===== src/rtl/drm_fifo_ctrl.sv =====
// FIFO controller for one simple-dual-port DRM (1-cycle registered-address read).
// Owns pointers/occupancy and a 2-entry prefetch buffer giving FWFT output at 1 word/clk.
module drm_fifo_ctrl #(
  parameter int DATA_WIDTH = 20,
  parameter int ADDR_WIDTH = 8
) (
  input  logic                  clk,
  input  logic                  rst_n,
  input  logic                  flush,
  input  logic                  s_valid,
  output logic                  s_ready,
  input  logic [DATA_WIDTH-1:0] s_data,
  output logic                  m_valid,
  input  logic                  m_ready,
  output logic [DATA_WIDTH-1:0] m_data,
  output logic [ADDR_WIDTH+1:0] count,
  output logic                  ram_wr_en,
  output logic [ADDR_WIDTH-1:0] ram_wr_addr,
  output logic [DATA_WIDTH-1:0] ram_wr_data,
  output logic [ADDR_WIDTH-1:0] ram_rd_addr,
  input  logic [DATA_WIDTH-1:0] ram_rd_data,
  output logic                  ram_rst
);

  localparam logic [ADDR_WIDTH:0] RAM_DEPTH = {1'b1, {ADDR_WIDTH{1'b0}}};

  logic                  run;
  logic [ADDR_WIDTH-1:0] wptr;
  logic [ADDR_WIDTH-1:0] rptr;
  logic [ADDR_WIDTH:0]   ram_cnt;
  logic                  inflight;
  logic [1:0]            ob_cnt;
  logic [DATA_WIDTH-1:0] ob_head;
  logic [DATA_WIDTH-1:0] ob_tail;

  logic                  push;
  logic                  pop;
  logic                  issue;
  logic [2:0]            ob_claim;
  logic [1:0]            ob_rem;

  // run keeps s_ready low until the first clock edge after reset release
  assign s_ready     = run & ~flush & (ram_cnt < RAM_DEPTH);
  assign push        = s_valid & s_ready;
  assign m_valid     = (ob_cnt != 2'd0);
  assign m_data      = ob_head;
  assign pop         = m_valid & m_ready;

  // OB slots already spoken for (held + landing) once this cycle's pop is taken out
  assign ob_claim    = {1'b0, ob_cnt} + {2'b00, inflight} - {2'b00, pop};
  assign issue       = (ram_cnt != '0) & (ob_claim < 3'd2) & ~flush;
  assign ob_rem      = ob_cnt - {1'b0, pop};

  assign ram_wr_en   = push;
  assign ram_wr_addr = wptr;
  assign ram_wr_data = s_data;
  assign ram_rd_addr = rptr;
  assign ram_rst     = ~rst_n;

  assign count = {1'b0, ram_cnt} + (ADDR_WIDTH+2)'(inflight) + (ADDR_WIDTH+2)'(ob_cnt);

  always_ff @(posedge clk or negedge rst_n) begin
    if (!rst_n) begin
      run      <= 1'b0;
      wptr     <= '0;
      rptr     <= '0;
      ram_cnt  <= '0;
      inflight <= 1'b0;
      ob_cnt   <= 2'd0;
    end else begin
      run <= 1'b1;
      if (flush) begin
        wptr     <= '0;
        rptr     <= '0;
        ram_cnt  <= '0;
        inflight <= 1'b0;
        ob_cnt   <= 2'd0;
      end else begin
        wptr     <= wptr + ADDR_WIDTH'(push);
        rptr     <= rptr + ADDR_WIDTH'(issue);
        ram_cnt  <= ram_cnt + (ADDR_WIDTH+1)'(push) - (ADDR_WIDTH+1)'(issue);
        inflight <= issue;
        ob_cnt   <= ob_rem + {1'b0, inflight};
      end
    end
  end

  // Landing word goes to the first free slot after the pop; issue throttling keeps ob_rem <= 1 here
  always_ff @(posedge clk or negedge rst_n) begin
    if (!rst_n) begin
      ob_head <= '0;
      ob_tail <= '0;
    end else if (flush) begin
      ob_head <= '0;
      ob_tail <= '0;
    end else begin
      if (pop && ob_cnt == 2'd2) ob_head <= ob_tail;
      if (inflight) begin
        if (ob_rem == 2'd0) ob_head <= ram_rd_data;
        else                ob_tail <= ram_rd_data;
      end
    end
  end

endmodule


===== config.mk =====
export PLATFORM = sky130hd
export DESIGN_NAME = drm_fifo_ctrl
export DESIGN_NICKNAME = d
export VERILOG_FILES = /design/src/rtl/drm_fifo_ctrl.sv
export SDC_FILE = /design/constraint.sdc
export NUM_CORES = 1
export LEC_CHECK = 0
export CAP_MARGIN = 20
export CORE_MARGIN = 2
export CORE_UTILIZATION = 40
export CTS_CLUSTER_SIZE = 14
export DETAILED_ROUTE_END_ITERATION = 8
export MAX_ROUTING_LAYER = met4
export PLACE_DENSITY = 0.7
export SKIP_CTS_REPAIR_TIMING = 1
export SYNTH_ARGS = -nofsm -noshare
export SYNTH_HDL_FRONTEND = slang
export SYNTH_SLANG_ARGS = --single-unit

===== constraint.sdc =====
create_clock -name clk -period 5.06 [get_ports clk]
set_input_delay 1.012 -clock clk [delete_from_list [all_inputs] [get_ports clk]]
set_output_delay 1.012 -clock clk [all_outputs]
set_load 0.01 [all_outputs]

# [Word level (Yosys, flattened, before mapping)]
# Cells that the tools add are included.
[totals] reg_bits=69 inputBits=45 out_inout_bits=70 wordCells=48
[op_classes] addsub=10 magnitude_cmp=2 n_eq_ne=2 n_mux=12 bitwise_logic=8 n_reduce_logical=6
[op_table] op="$mux W20" n=7
[op_table] op="$add A8 B1 Y8" n=2
[op_table] op="$mux W8" n=2
[op_table] op="$add A10 B2 Y10" n=1
[op_table] op="$add A9 B1 Y10" n=1
[op_table] op="$add A9 B1 Y9" n=1
[op_table] op="$lt A9 B9 Y1 const B" n=1
[op_table] op="$mux W9" n=1
[op_table] op="$reduce_bool A9 Y1" n=1
[op_table] op="$sub A9 B1 Y9" n=1
[op_table] op="$and A1 B1 Y1" n=6
[op_table] op="$reduce_bool A2 Y1" n=2
[op_table] op="$add A2 B1 Y3" n=1
[op_table] op="$lt A3 B2 Y1 const B" n=1
[op_table] op="$sub A3 B1 Y3" n=1
[op_table] op="$add A2 B1 Y2" n=1
[op_table] op="$eq A2 B2 Y1 const B" n=1
[op_table] op="$logic_not A2 Y1" n=1
[op_table] op="$mux W2" n=1
[op_table] op="$ne A2 B2 Y1 const B" n=1
[op_table] op="$not A1 Y1" n=2
[op_table] op="$reduce_and A2 Y1" n=1
[op_table] op="$sub A2 B1 Y2" n=1
[op_table] op="$logic_and A1 B1 Y1" n=1
[op_table] op="$mux W1" n=1

# [Longest topological paths before layout]
# Gate-level depths: netlist of run 1.
[depth] depth_word=8 mapped_depth=18

# [Least setup slack after synthesis of run 1]
# OpenSTA, ideal clock, no wires.
[synth_path] path_kind="input -> register" from="input port m_ready" to="register ram_cnt[6]" setup_ns=0.150 arrival_time_ns=3.965 t_required_ns=4.910 setup_slack_ns=0.945 path_stages=16 path_buffers=0 path_cell_list="and2_1 -> ha_1 -> inv_1 -> nand2_1 -> fa_1 -> xnor2_1 -> nand3_1 -> a31oi_1 -> ha_1 -> inv_1 -> ha_1 -> fa_1 -> a211o_2 -> a31oi_1 -> mux2i_1 -> o311ai_0"
[synth_via] elab_chain_len=7
[synth_lines] element="from (decl)" line_no="14" source="input logic m_ready,"
[synth_lines] element="$and A1 B1 Y1" line_no="47" source="assign pop = m_valid & m_ready;"
[synth_lines] element="$sub A3 B1 Y3" line_no="50" source="assign ob_claim = {1'b0, ob_cnt} + {2'b00, inflight} - {2'b00, pop};"
[synth_lines] element="$lt A3 B2 Y1" line_no="51" source="assign issue = (ram_cnt != '0) & (ob_claim < 3'd2) & ~flush;"
[synth_lines] element="$and A1 B1 Y1 (2 in a row)" line_no="51"
[synth_lines] element="$sub A9 B1 Y9" line_no="81" source="ram_cnt <= ram_cnt + (ADDR_WIDTH+1)'(push) - (ADDR_WIDTH+1)'(issue);"
[synth_lines] element="$mux W9" line_no="72" source="if (flush) begin"
[synth_lines] element="to (signal assigned)" line_no="81"
[synth_lines] element="to (decl)" line_no="30" source="logic [ADDR_WIDTH:0] ram_cnt;"
# Every way passes these cells.
# A chain may end at the register's enable or synchronous reset.

# [Worst setup path in the final report of run 1]
# Ends and elaborated chain as after synthesis.

==> results of run 1 <==
==> stage by stage <==
stage / hold WS [ns] / power, W
after CTS: 0.512 / 0.00252
after floorplan: 0.472 / 0.00170
after detailed placement: 0.491 / 0.00213
final: 0.504 / 0.00249
after global placement: 0.487 / 0.00210
after global routing: 0.526 / 0.00270
==> registers in the layout (all words and copies together) (netlist names) <==
name         cells
ram_cnt          9
ob_tail         20
run              1
ob_cnt           2
inflight         1
ram_wr_addr      8
m_data          20
ram_rd_addr      8
==> cell type report <==
class | count | area, µm²
clock buffer | 10 | 128
multi-input combinational | 231 | 1790
clock inverter | 5 | 28.8
inverter | 23 | 86.3
sequential | 69 | 1730
fill | 847 | 4610
tap | 129 | 161
timing repair buffer | 77 | 753
==> logic make-up (layout without fill, tap and decap cells) <==
logic type,count (synthesis),count (layout),share of synthesized area
simple gates,93,93,0.118
flops,69,69,0.451
compound gates,62,62,0.131
buf+inv,62,115,0.0830
fa+ha+maj,30,30,0.106
xor+xnor,23,23,0.0526
mux,22,22,0.0578
other cells,1,1,0.000979
==> final timing paths <==
check	to	slack [ns]	cells past startpoint
max in group asynchronous	m_data[2]$_DFF_PN0_	3.60	2
worst min-delay path	ob_tail[17]$_DFFE_PN0P_	0.50	1
min in group asynchronous	ram_rd_addr[5]$_DFF_PN0_	0.87	2
worst max-delay path	ram_cnt[6]$_DFF_PN0_	0.58	17
worst max register to register	ram_cnt[6]$_DFF_PN0_	0.97	18
worst min register to register	ob_tail[17]$_DFFE_PN0P_	0.50	1
==> critical path, cell delays in order <==
cell	delay, ns
clkdlybuf4s50_1	0.42
and2_1	0.15
ha_1	0.28
inv_1	0.08
nand2_1	0.07
fa_1	0.38
xnor2_1	0.14
nand3_1	0.11
a31oi_1	0.22
ha_1	0.16
inv_1	0.04
ha_1	0.21
fa_1	0.43
a211o_2	0.38
a31oi_1	0.20
mux2i_1	0.22
o311ai_0	0.17
==> power groups by stage <==
stage               clock (W)  sequential (W)  combinational [W]
finish               0.000370        0.000815            0.00130
global route         0.000404        0.000834            0.00147
CTS                  0.000384        0.000817            0.00132
detailed placement          0        0.000824            0.00131
global placement            0        0.000823            0.00128
floorplan                   0        0.000823           0.000875
==> Yosys cell counts, drive strengths merged (2+ instances only) <==
master and count:
dfrtp 69, nor2 41, buf 28, ha 26, inv 23, mux2i 21
a211oi 20, a22o 20, nand3 13, xnor2 13, clkbuf 11, xor2 10
nor2b 9, a21oi 6, and3 6, nand2 6, a31oi 5, fa 4
nand4 4, nor3 4, a2111oi 2, and2 2, nand2b 2
==> per-layer routing <==
metal | routed length (µm) | vias to the layer above | share of wire | track usage
li1 | - | 1338 | - | -
met1 | 3700 | 1395 | 0.46 | 0.211
met2 | 3860 | 69 | 0.48 | 0.269
met3 | 328 | 9 | 0.041 | 0.0397
met4 | 94 | 0 | 0.012 | 0.0544
met5 | 0 | - | 0 | -
==> results.md, run 1 <==
- Run status: completed
- Lkg Pwr: 2.24 nW
- Routed vias: 2811
- Router iterations before antenna repair: 5
- Fmax: 223 MHz
- Sequential area share after synthesis: 0.451
- Antenna Cells: 0
- Sw frac: 0.394
- Biggest area consumer among synthesized cells: dfrtp_1
- All-Layer GR Usage: 0.168
- Pwr/cell area: 532 nW/µm²
- Setup Slack @ Placement: 0.234 ns
- Layout cells sized above 1: 0.0627
- Die area: 10400 µm²
- Mapped cell area: 3830 µm²
- Final Slew Violations: 0
- CP Class: input port to flop
- Commonest non-fill, non-tap cell in the layout: clkdlybuf4s50_1
- DRT iter0 DRCs: 72
- Initial antenna violation count: 0
- Rel. slew slack: 0.335
- Post-synthesis instance total: 362
- H-tree levels: 3
- Area grow syn2layout: 22.0%
- Tightest Pin Transition: 0.998 ns
- Power Internal: 0.00151 W
- Yosys cell types: 45
- Final setup viols: 0
- Gate power share: 0.524
- Endpoints failing hold: 0
- Routed wire length: 7990 µm
- Initial Util: 0.413
- Sequential power share: 0.327
- Hold WC Path Type: flop to flop
- Top cells by area, synth: dfrtp_1 (45%), ha_1 (8.5%), mux2i_1 (5.5%)
- Final Core Density: 0.504
- Clk_skew: 0.0109 ns
- Synth top area share: 0.451
- WP data required: 5.22 ns
- Inst Count DP: 529
- Yosys reg bits: 69
- Main synth FF type: dfrtp_1
- Post-DP Area: 4520 µm²
- DPL Wire Length: 5510 µm
- Final net count: 486
- Vias per cell: 5.17
- Root Driver: clkbuf_8
- Largest net degree at the start of global routing: 70
- Clock latency on the worst-skew pair: 0.34 ns
- CP endpoint kind: flop
- Die W: 102 µm
- Clock share of power: 0.149
- Highest-count cells in the layout ignoring fill and taps: clkdlybuf4s50_1 (72), dfrtp_1 (69), nor2_1 (41)
- FFs w/ async S/R, synth: 1.00
- Worst-path fanout max: 3
- Routed Antenna Nets: 0
- Synthesized area per cell: 10.6 µm²
- Tcrit/Tclk final: 0.886
- P_sw: 0.000979 W
- CTS Buffer Depth: 2
- Post-layout min period: 4.48 ns
- First-pass GRT wire length: 13300 µm
- Clk sinks: 69
- Vias in the first global route: 2842
- Number of enable flip-flop cells after synthesis: 0
- RSZ-0062 raised after global routing: false
- Worst r2r src: ob_cnt[1]$_DFF_PN0_
- Worst Setup SP: m_ready
- Final cell count without fillers: 544
- Clock Pin Slew Worst Setup and Hold Paths: 0.07 ns
- CTS tree: built
- # rows: 35
- Die H: 102 µm
- CP Data Arrival Time: 4.65 ns
- Final GP Congestion: 0.786
- PortBufs: 74
- I/O pin cnt: 115
- # DRC: 0
- Hold_sp: ob_tail[17]$_DFFE_PN0P_
- GR Overflow Total: 0
- Total CTS buffers: 9
- VDD IR max: 0.172 mV
- Worst Slack Setup Final: 0.575 ns
- Max Cap Viol: 0
- CORE AREA: 9280 µm²
- CP startpoint kind: input port
- Setup_tns: 0 ns
- Non-Filler Cell Area, Final: 4670 µm²
- Synth warn: 0
- Average wire per standard cell: 14.7 µm
- Synth Net Count: 437
(Power assumes the default switching activity.)
==> inputs of run 2 (changes only) <==
==> constraint.sdc (replaced) <==
create_clock -name clk -period 4.4 [get_ports clk]
set_input_delay 0.88 -clock clk [delete_from_list [all_inputs] [get_ports clk]]
set_output_delay 0.88 -clock clk [all_outputs]
set_load 0.01 [all_outputs]
==> run 2 against run 1 <==
  * Sequential share of layout area shrank 0.64 points
  * Sequential power rose by 15%
  * Largest cell class unchanged
  * Routed wire length grew 0.81%
  * Register-to-register slack got worse by 0.52 ns
  * Design area grew 1.8%
  * Critical endpoint unchanged
  * Critical path depth is the same
  * Setup slack lost 0.38 ns
  * Worst hold slack better by 0.0011 ns
==> results.md, run 2 (same netlist as run 1, synthesis figures left out) <==
- Run status: completed
- Rel. slew slack: 0.419
- Layout cells sized above 1: 0.0808
- Critical path depth: 17
- CP startpoint kind: input port
- Tot Pwr: 0.00299 W
- First-pass GRT wire length: 13200 µm
- Clk sinks: 69
- Cell with the most instances on the worst path: ha_1
- Max Cap Viol: 0
- Die area: 10400 µm²
- Clock share of power: 0.168
- Vias per cell: 5.11
- Post-layout min period: 4.20 ns
- Hold Slack: 0.505 ns
- Root Driver: clkbuf_8
- Largest net degree at the start of global routing: 70
- Antenna Cells: 0
- CTS Buffer Depth: 2
- Non-Filler Cell Area, Final: 4760 µm²
- Final setup viols: 0
- CP endpoint kind: flop
- WP buf/inv: 3
- Final cell count without fillers: 550
- Routed vias: 2808
- Routed Antenna Nets: 0
- Lkg Pwr: 2.27 nW
- Initial antenna violation count: 0
- Average wire per standard cell: 14.6 µm
- VDD IR max: 0.211 mV
- Final Slew Violations: 0
- # rows: 35
- All-Layer GR Usage: 0.165
- PortBufs: 74
- Total CTS buffers: 9
- CP Class: input port to flop
- Fmax: 238 MHz
- CORE AREA: 9280 µm²
- Initial Util: 0.413
- Gate power share: 0.519
- Max stage delay on crit path: 0.43 ns
- CP top delay family: adder cells
- Crit-path cells: clkdlybuf4s50_1 -> and2_1 -> ha_1 -> inv_1 -> nand2_1 -> fa_1 -> xnor2_1 -> nand3_1 -> a31oi_2 -> ha_1 -> inv_1 -> ha_1 -> fa_1 -> a211o_2 -> a31oi_1 -> mux2i_1 -> o311ai_0
- CP Data Arrival Time: 4.39 ns
- P_sw: 0.00115 W
- Area grow syn2layout: 24.2%
- Sequential power share: 0.313
- Die H: 102 µm
- Pwr/cell area: 629 nW/µm²
- WP data required: 4.59 ns
- Slowest CP cell: clkdlybuf4s50_1
- CTS tree: built
- Commonest non-fill, non-tap cell in the layout: clkdlybuf4s50_1
- Post-DP Area: 4560 µm²
- Clock Pin Slew Worst Setup and Hold Paths: 0.08 ns
- Clk_skew: 0.0108 ns
- FF-to-FF path depth: 18
- Die W: 102 µm
- Router iterations before antenna repair: 4
- Highest-count cells in the layout ignoring fill and taps: clkdlybuf4s50_1 (72), dfrtp_1 (69), nor2_1 (41)
- Vias in the first global route: 2841
- Fillers: 853
- DRT iter0 DRCs: 69
- Endpoints failing hold: 0
- H-tree levels: 3
- Clock latency on the worst-skew pair: 0.33 ns
- Worst-path fanout max: 3
- Inst Count DP: 535
- I/O pin cnt: 115
- GR Overflow Total: 0
- Final GP Congestion: 0.802
- Final net count: 492
- # DRC: 0
- Sw frac: 0.385
- Tightest Pin Transition: 0.872 ns
- Final Core Density: 0.512
- Tcrit/Tclk final: 0.955
- DPL Wire Length: 5480 µm
- Hold WC Path Type: flop to flop
- Routed wire length: 8050 µm
- Power Internal: 0.00184 W
- Hold Path Depth: 1
-- run 2: changes by cell type in the layout (fill, tap and decap cells not counted) --
cell / change
bufinv_16: +1
clkinv_2: -2
clkinvlp_4: +2
a31oi_1: -1
clkinv_4: -1
buf_4: +6
a31oi_2: +1
clkbuf_1: -1
inv_6: +1
-- run 2: path summary, 6_finish.rpt --
check	to	startpoint	slack (ns)
worst min register to register	ob_tail[18]$_DFFE_PN0P_	ob_tail[18]$_DFFE_PN0P_	0.51
worst max-delay path	ram_cnt[6]$_DFF_PN0_	m_ready	0.20
max in group asynchronous	m_data[3]$_DFF_PN0_	rst_n	3.07
worst max register to register	ram_cnt[6]$_DFF_PN0_	ob_cnt[1]$_DFF_PN0_	0.45
min in group asynchronous	ram_wr_addr[6]$_DFF_PN0_	rst_n	0.76
worst min-delay path	ob_tail[18]$_DFFE_PN0P_	ob_tail[18]$_DFFE_PN0P_	0.51
-- run 2: cell type report --
cell class	count	area (µm²)	area share
multi-input cells	231	1800	0.378
flip-flops and latches	69	1730	0.363
repair buffers	83	798	0.168
well taps	129	161	0.0339
clock buffers	9	124	0.0260
inverters	23	86.3	0.0181
clock inverters	6	63.8	0.0134
-- run 2: routing by layer --
metal,part of all wire,vias up,global-route usage
met4,0.010,0,0.0503
met3,0.041,8,0.0376
li1,-,1337,-
met1,0.47,1391,0.208
met2,0.48,72,0.265
met5,0,-,-
-- run 2: per-stage QoR --
| stage | setup TNS, ns | worst slack (ns) |
|---|---|---|
| floorplan | 0 | 0.417 |
| global placement | -0.0610 | -0.0610 |
| detailed placement | -0.189 | -0.151 |
| CTS | 0 | 0.196 |
| global route | -0.00832 | -0.00832 |
| finish | 0 | 0.199 |
-- run 2: power groups by stage --
stage	Clock, W	Combinational (W)	Sequential, W
2_1_floorplan	0	0.00101	0.000947
3_3_place_gp	0	0.00153	0.000945
3_5_place_dp	0	0.00155	0.000949
4_1_cts	0.000521	0.00156	0.000940
5_1_grt	0.000547	0.00173	0.000961
6_report	0.000502	0.00155	0.000937
